**src/rtl/spi_boot_ctrl.sv**
```systemverilog
`timescale 1ns/1ps
// spi_boot_ctrl
// Byte-level command parser sitting behind an SPI byte SerDes. It lets an
// external host load a boot memory (WRITE 0x02), read it back (READ 0x03),
// query status (STATUS 0x05) and release the application (GO 0xAB).
// Unknown opcodes bump a saturating error counter that STATUS reports and
// clears.
//
// Optional feature: define SPI_BOOT_CRC_EN to add a CRC-8 (poly 0x07,
// init 0x00) over all WRITE data bytes, readable with opcode 0x0B. Without
// the macro there is no CRC logic and 0x0B is an unknown opcode.
//
// Ports
//   CLK        system clock, rising edge
//   RSTN       asynchronous active-low reset
//   CS         SPI chip select (active low, asynchronous to CLK)
//   RX_DATA    byte received by the SerDes
//   RX_STROBE  one-CLK pulse, RX_DATA valid
//   TX_DATA    response byte for the SerDes shifter
//   MEM_ADDR   memory address
//   MEM_WDATA  memory write data
//   MEM_WE     one-CLK write pulse
//   MEM_RE     one-CLK read pulse, MEM_RDATA valid the following CLK
//   MEM_RDATA  memory read data
//   BOOT_DONE  sticky flag, set by GO, cleared only by reset
module spi_boot_ctrl #(
    parameter int ADDR_W      = 16,
    parameter int ERR_OPC_MAX = 3
) (
    input  logic              CLK,
    input  logic              RSTN,
    input  logic              CS,
    input  logic [7:0]        RX_DATA,
    input  logic              RX_STROBE,
    output logic [7:0]        TX_DATA,
    output logic [ADDR_W-1:0] MEM_ADDR,
    output logic [7:0]        MEM_WDATA,
    output logic              MEM_WE,
    output logic              MEM_RE,
    input  logic [7:0]        MEM_RDATA,
    output logic              BOOT_DONE
);

    typedef enum logic [2:0] {
        IDLE, OPC, ADH, ADL, WDATA, RDATA, STAT, DISCARD
    } state_t;

    localparam logic [7:0] OP_WRITE  = 8'h02;
    localparam logic [7:0] OP_READ   = 8'h03;
    localparam logic [7:0] OP_STATUS = 8'h05;
    localparam logic [7:0] OP_GO     = 8'hAB;
`ifdef SPI_BOOT_CRC_EN
    localparam logic [7:0] OP_CRC    = 8'h0B;
`endif
    localparam logic [7:0] ERR_MAX   = 8'(ERR_OPC_MAX);

    state_t              state, nextState;
    logic                csMeta, csSync, csSyncD;
    logic                csFall;
    logic [7:0]          addrHi, nextAddrHi;
    logic [ADDR_W-1:0]   addr, nextAddr;
    logic [ADDR_W-1:0]   fullAddr;
    logic                isRead, nextIsRead;
    logic [7:0]          txData, nextTx;
    logic [ADDR_W-1:0]   memAddr, nextMemAddr;
    logic [7:0]          memWdata, nextWdata;
    logic                memWe, nextWe;
    logic                memRe, nextRe;
    logic                rdLoad, nextRdLoad;
    logic                bootDone, nextBoot;
    logic [7:0]          errCnt, nextErr;
`ifdef SPI_BOOT_CRC_EN
    logic [7:0]          crc, nextCrc;

    // MSB-first CRC-8 step over one data byte.
    function automatic logic [7:0] crc8Next(input logic [7:0] crcIn, input logic [7:0] data);
        logic [7:0] c;
        c = crcIn ^ data;
        for (int i = 0; i < 8; i++) begin
            c = c[7] ? ((c << 1) ^ 8'h07) : (c << 1);
        end
        return c;
    endfunction
`endif

    // Two-flop synchroniser for CS plus one delay flop for edge detection.
    // All three idle high so reset never looks like a selected bus.
    always_ff @(posedge CLK or negedge RSTN) begin
        if (!RSTN) begin
            csMeta  <= 1'b1;
            csSync  <= 1'b1;
            csSyncD <= 1'b1;
        end else begin
            csMeta  <= CS;
            csSync  <= csMeta;
            csSyncD <= csSync;
        end
    end

    assign csFall = csSyncD & ~csSync;

    // Next-state and datapath decode. A deselected bus overrides everything,
    // including a strobe arriving in the same cycle. Reads are pipelined:
    // MEM_RE goes out one CLK after the strobe, and rdLoad captures the
    // returned byte into TX_DATA one CLK after that.
    always_comb begin
        nextState   = state;
        nextAddrHi  = addrHi;
        nextAddr    = addr;
        nextIsRead  = isRead;
        nextTx      = txData;
        nextMemAddr = memAddr;
        nextWdata   = memWdata;
        nextWe      = 1'b0;
        nextRe      = 1'b0;
        nextRdLoad  = memRe;
        nextBoot    = bootDone;
        nextErr     = errCnt;
        fullAddr    = ADDR_W'({addrHi, RX_DATA});
`ifdef SPI_BOOT_CRC_EN
        nextCrc     = crc;
`endif

        if (rdLoad) begin
            nextTx = MEM_RDATA;
        end

        if (csSync) begin
            nextState = IDLE;
        end else begin
            case (state)
                IDLE: begin
                    if (csFall) begin
                        nextState = OPC;
                        nextTx    = 8'h00;
                    end
                end
                OPC: begin
                    if (RX_STROBE) begin
                        case (RX_DATA)
                            OP_WRITE: begin
                                nextIsRead = 1'b0;
                                nextState  = ADH;
`ifdef SPI_BOOT_CRC_EN
                                nextCrc    = 8'h00;
`endif
                            end
                            OP_READ: begin
                                nextIsRead = 1'b1;
                                nextState  = ADH;
                            end
                            OP_STATUS: begin
                                nextTx    = {4'b0000, bootDone, errCnt[2:0]};
                                nextState = STAT;
                            end
                            OP_GO: begin
                                nextBoot  = 1'b1;
                                nextTx    = 8'h00;
                                nextState = DISCARD;
                            end
`ifdef SPI_BOOT_CRC_EN
                            OP_CRC: begin
                                nextTx    = crc;
                                nextState = DISCARD;
                            end
`endif
                            default: begin
                                if (errCnt < ERR_MAX) begin
                                    nextErr = errCnt + 8'd1;
                                end
                                nextTx    = 8'h00;
                                nextState = DISCARD;
                            end
                        endcase
                    end
                end
                ADH: begin
                    if (RX_STROBE) begin
                        nextAddrHi = RX_DATA;
                        nextState  = ADL;
                    end
                end
                ADL: begin
                    if (RX_STROBE) begin
                        if (isRead) begin
                            nextRe      = 1'b1;
                            nextMemAddr = fullAddr;
                            nextAddr    = fullAddr + ADDR_W'(1);
                            nextState   = RDATA;
                        end else begin
                            nextAddr    = fullAddr;
                            nextState   = WDATA;
                        end
                    end
                end
                WDATA: begin
                    if (RX_STROBE) begin
                        nextWe      = 1'b1;
                        nextMemAddr = addr;
                        nextWdata   = RX_DATA;
                        nextAddr    = addr + ADDR_W'(1);
`ifdef SPI_BOOT_CRC_EN
                        nextCrc     = crc8Next(crc, RX_DATA);
`endif
                    end
                end
                RDATA: begin
                    if (RX_STROBE) begin
                        nextRe      = 1'b1;
                        nextMemAddr = addr;
                        nextAddr    = addr + ADDR_W'(1);
                    end
                end
                STAT: begin
                    if (RX_STROBE) begin
                        nextErr = 8'h00;
                    end
                end
                DISCARD: begin
                end
                default: begin
                    nextState = IDLE;
                end
            endcase
        end
    end

    // State and datapath registers.
    always_ff @(posedge CLK or negedge RSTN) begin
        if (!RSTN) begin
            state    <= IDLE;
            addrHi   <= 8'h00;
            addr     <= '0;
            isRead   <= 1'b0;
            txData   <= 8'h00;
            memAddr  <= '0;
            memWdata <= 8'h00;
            memWe    <= 1'b0;
            memRe    <= 1'b0;
            rdLoad   <= 1'b0;
            bootDone <= 1'b0;
            errCnt   <= 8'h00;
`ifdef SPI_BOOT_CRC_EN
            crc      <= 8'h00;
`endif
        end else begin
            state    <= nextState;
            addrHi   <= nextAddrHi;
            addr     <= nextAddr;
            isRead   <= nextIsRead;
            txData   <= nextTx;
            memAddr  <= nextMemAddr;
            memWdata <= nextWdata;
            memWe    <= nextWe;
            memRe    <= nextRe;
            rdLoad   <= nextRdLoad;
            bootDone <= nextBoot;
            errCnt   <= nextErr;
`ifdef SPI_BOOT_CRC_EN
            crc      <= nextCrc;
`endif
        end
    end

    assign TX_DATA   = txData;
    assign MEM_ADDR  = memAddr;
    assign MEM_WDATA = memWdata;
    assign MEM_WE    = memWe;
    assign MEM_RE    = memRe;
    assign BOOT_DONE = bootDone;

endmodule

```
**config.mk**
```make
export PLATFORM = sky130hd
export DESIGN_NAME = spi_boot_ctrl
export DESIGN_NICKNAME = d
export VERILOG_FILES = /design/src/rtl/spi_boot_ctrl.sv
export SDC_FILE = /design/constraint.sdc
export NUM_CORES = 1
export LEC_CHECK = 0
export CAP_MARGIN = 5
export CORE_MARGIN = 8
export CORE_UTILIZATION = 49
export DETAILED_ROUTE_END_ITERATION = 10
export PLACE_DENSITY = 0.86
export SLEW_MARGIN = 10
export SYNTH_ARGS = -nofsm -noshare
export SYNTH_HDL_FRONTEND = slang
export SYNTH_SLANG_ARGS = --single-unit
```
**constraint.sdc**
```tcl
create_clock -name CLK -period 1.65 [get_ports CLK]
set_input_delay 0.4125 -clock CLK [delete_from_list [all_inputs] [get_ports CLK]]
set_output_delay 0.4125 -clock CLK [all_outputs]
set_load 0.02 [all_outputs]
```
# Yosys cells after proc, flatten, opt, wreduce, memory -nomap -nowiden
# Cells that the tools add are included.
# op_classes
add_sub_neg	3
n_lt_le_gt_ge	1
eq_ne	21
n_mux	35
n_bitwise	2
n_reduce_logical	16
# op_table
cell	count
$mux 16	6
$mux 8	8
$pmux 16 s2	2
$pmux 8 s2	3
$add 16x1->16 const B	2
$eq 8x2->1 const B	2
$mux 3	5
$ne 2x2->1 const B	6
$ne 3x3->1 const B	4
$pmux 3 s4	1
$reduce_and 4->1	3
$reduce_and 5->1	2
$eq 3x3->1 const B	3
$add 8x1->8 const B	1
$eq 8x3->1 const B	1
$eq 8x8->1 const B	1
$lt 8x2->1 const B	1
$mux 1	7
$eq 3x2->1 const B	2
$pmux 3 s2	1
$reduce_and 3->1	2
$reduce_and 6->1	1
$reduce_bool 2->1	3
$reduce_bool 5->1	1
8 further kinds	10
# totals
ff_bits	75

# Depth between registers and ports, before layout
# logic_depth
ltp_word	6
ltp_mapped	8
ltp_nobuf	7

# Worst setup path before layout
# OpenSTA, ideal clock, no wires.
# synth_path
path_type	input port to flip-flop
from	in RX_DATA[5]
to	reg isRead
setup_ps	125
t_arrival_ps	1847
required_ps	1525
path_slack_ps	-322
stages	5
cell_sequence	buf_2 or3_4 or4_4 nand2b_4 mux2_4
# synth_via
elab_chain_len	3
word_cells_on_any_way	5
# synth_rtl
item	line_no	rtl
start: declaration	33	input logic [7:0] RX_DATA,
$eq 8x2->1	140	case (RX_DATA)
$reduce_bool 2->1 (no line)	n/a	
$reduce_and 4->1 (no line)	n/a	
end signal: assignment	250	isRead <= nextIsRead;
end: declaration	63	logic isRead, nextIsRead;
# Parallel ways exist; a longest one is shown, timed or not.
# A chain may end at the register's enable or synchronous reset.

# Final worst setup path
# Same ends and word-level chain as after synthesis.

==> impl_metrics.ini <==
[power_and_ir_drop]
comb_power_share_pct = 31.6
p_leak_uw = 0.00246
vdd_drop_max_uv = 719
power_switching_uw = 2330
finalPower_uw = 7050
switching_share_pct = 33.0
p_per_area_mw_per_mm2 = 1300
p_seq_share_pct = 40.1
clkPwrFrac_pct = 28.3
p_int_uw = 4730

[synth]
ys_async_sr_fraction_pct = 100
yosysMostFrequentCell = dfrtp_1
synth_nets = 417
netlist_area_sq_mm = 0.00383
synthFlopType = dfrtp_1
ys_seq_area_share_pct = 49.1
yosysWarnings = 0
syn_inst = 392
synth.top_cells.by_area = dfrtp_1 (47%), nand2_1 (5.5%), mux2_2 (5.3%)
synth_top_area_cell = dfrtp_1
synth_edf_count = 0
yosysTopAreaCellShare_pct = 47.1
avgSynthCellArea_sq_um = 9.76
synth_common_cells = dfrtp_1 (72), nand2_1 (56), nor2_1 (37)
synth-seq-cells = 75
ys_types = 56

[finish]
fin_util_pct = 70.8
fill_cells = 534
regArea_sq_mm = 0.00188
area_growth_pct = 41.5
nNetsFinal = 533
finalNonFillerCells = 615
n_antenna_cell = 0
multi_input_area_sq_mm = 0.00199
drive_above_1_share_pct = 31.4

[timing]
finalMaxSlewViolations = 0
maxSlewHeadroom_pct = 70.3
rsz0062_at_grt = true
post-route-min-period_ns = 1.71
setup_ws_ns = -0.0643
finalClockSkew_ns = 0.00663
fmax_mhz = 583
worstMarginPinSlew_ns = 0.446
fin_crit_sh_pct = 104
setup_viol = 11
hold_violations = 0

[placed_design]
io_buffers = 54
hpwl_mm = 7.48
place_ws_ns = -0.819
place_inst = 589
gp_congestion = 0.876

[run]
drv_cap = 0

[clocking]
cts_tree = yes
cts_root_buf = clkbuf_8
clock_sinks = 75
htree_levels = 3
clock_latency_ns = 0.35
cts_inserted_buffers = 9
clockBufferDepth = 2
path_clk_slew_ns = 0.08

[floorplan]
dieHeight_um = 104
initial_utilization_pct = 50.0
rows = 32
die_w_um = 104
dieArea_sq_mm = 0.0109
fp.coreArea_sq_mm = 0.00765
io_pins = 55

[worst_hold_path]
hold_class = input port to async pin

[global_routing]
grt-ovfl-total = 0
grt_antenna_before_repair = 0
grt_pass1_wl_mm = 17.5
grt_max_degree = 76
gr-usage-all-layers_pct = 19.7
grt_pass1_vias = 3479

[worst_setup_path]
cp_common_cell = buf_6
crit_required_ns = 1.89
arrival_ns = 1.95
crit_slowest_cell = or4_4
startpoint_type = input port
critPathKind = input port to flop
critPathMaxFanout = 2
slowest_delay_ns = 0.51
path_buf_inv = 2
end_kind = flop
cp_cell_sequence = buf_6 -> or3_4 -> or4_4 -> buf_6 -> nand2b_4 -> mux2_4
crit_family = simple AND/OR/NAND/NOR gates

[detailed_routing]
avgViaCountPerCell = 5.69
ant_nets = 0
vias = 3498
drcViolationCount = 0
firstDrtPassIters = 5
drtIter0Drc = 230
wl_mm = 10.7
wl_per_cell_um = 17.4

[outcome]
status = finished with violations
failed_checks = negative setup slack
repair_timing:
| item | CTS | global route |
|---|---|---|
| pin swaps | 11 | 12 |
| setup buffers | 4 | 7 |
| hold buffers | 0 | 0 |
| endpoints found under the setup margin | 94 | 42 |
| gates resized for setup | 71 | 34 |
per-stage QoR:
stage                     hold slack [ns]  setup TNS, ns  cell area (sq um)
final                              0.0570         -0.424               5410
after detailed placement            0.353         -31.20               4970
after floorplan                     0.117          -2.20               3880
after global placement              0.346         -29.12               4970
after CTS                          0.0964         -0.328               5280
after global routing               0.0921          -1.02               5410
worst reg2reg max path, cell delays in order, from the launching register on:
cell	delay (ns)
dfstp_2	0.59
nand2b_2	0.19
buf_4	0.12
nor2_1	0.05
a31o_2	0.24
o31ai_2	0.06
buf_4	0.17
mux2i_1	0.20
power groups by stage:
stage	clock network, uW	logic [uW]	registers (uW)
floorplan	0	911	3080
global placement	0	2250	2820
detailed placement	0	2300	2850
CTS	2010	2160	2810
global route	2100	2430	2900
finish	2000	2230	2830
layout make-up:
class / count / share of cell area [%]
repair buffers: 128 / 20.5
clock buffers: 11 / 2.43
clock inverters: 5 / 2.77
flip-flops and latches: 75 / 34.8
well taps: 102 / 2.36
multi-input cells: 287 / 36.7
inverters: 7 / 0.485
final timing paths:
| kind | startpoint | end | slack (ns) | cells past startpoint |
|---|---|---|---|---|
| setup / recovery | RX_DATA[5] | isRead | -0.06 | 6 |
| hold / removal | RSTN | TX_DATA[2] | 0.06 | 2 |
| setup reg to reg | csSync | errCnt[1] | -0.05 | 7 |
| hold reg to reg | csMeta | csSync | 0.36 | 0 |
| max in group asynchronous | RSTN | csSync | 1.24 | 2 |
| min in group CLK | csMeta | csSync | 0.36 | 0 |
metal layers:
metal | routed length (um) | vias to the layer above | global-route usage [%]
li1 | - | 1627 | -
met1 | 4440 | 1705 | 24.2
met2 | 5260 | 139 | 31.5
met3 | 719 | 27 | 4.46
met4 | 286 | 0 | 10.3
met5 | 0 | - | 0
flip-flops by register name, summed over array words and instances, names as in the netlist, 3 cells and up:
register	cells
MEM_ADDR	16
MEM_WDATA	8
TX_DATA	8
addr	16
addrHi	8
errCnt	8
state	3
cell families after synthesis:
family	count (synthesis)	share of synthesized area, %
AO/OA/AOI/OAI	76	12.9
AND/OR/NAND/NOR	161	21.0
flip-flops	75	49.1
adder cells (fa/ha/maj)	5	1.64
XOR/XNOR	16	3.66
multiplexers	29	8.31
buffers and inverters	30	3.37
cell usage in the layout, fill, tap and decap left out, types with 7 or more instances in the layout:
master           netlist  layout
nor3_1                 8       7
xor2_1                 9       9
nand3_1               14      13
mux2i_1               10      10
buf_6                  1       9
dlygate4sd2_1          0      36
mux2_2                18      18
o21ai_0               14      10
inv_1                  7       7
dfrtp_1               72      71
buf_4                  1      63
clkdlybuf4s50_1        0       9
nand2_1               56      55
clkbuf_8               0       9
nor2_1                37      32
a31oi_1               17      17
a21oi_1               15      14
xnor2_1                7       7
Note: power is estimated with default switching activity, not from simulation.
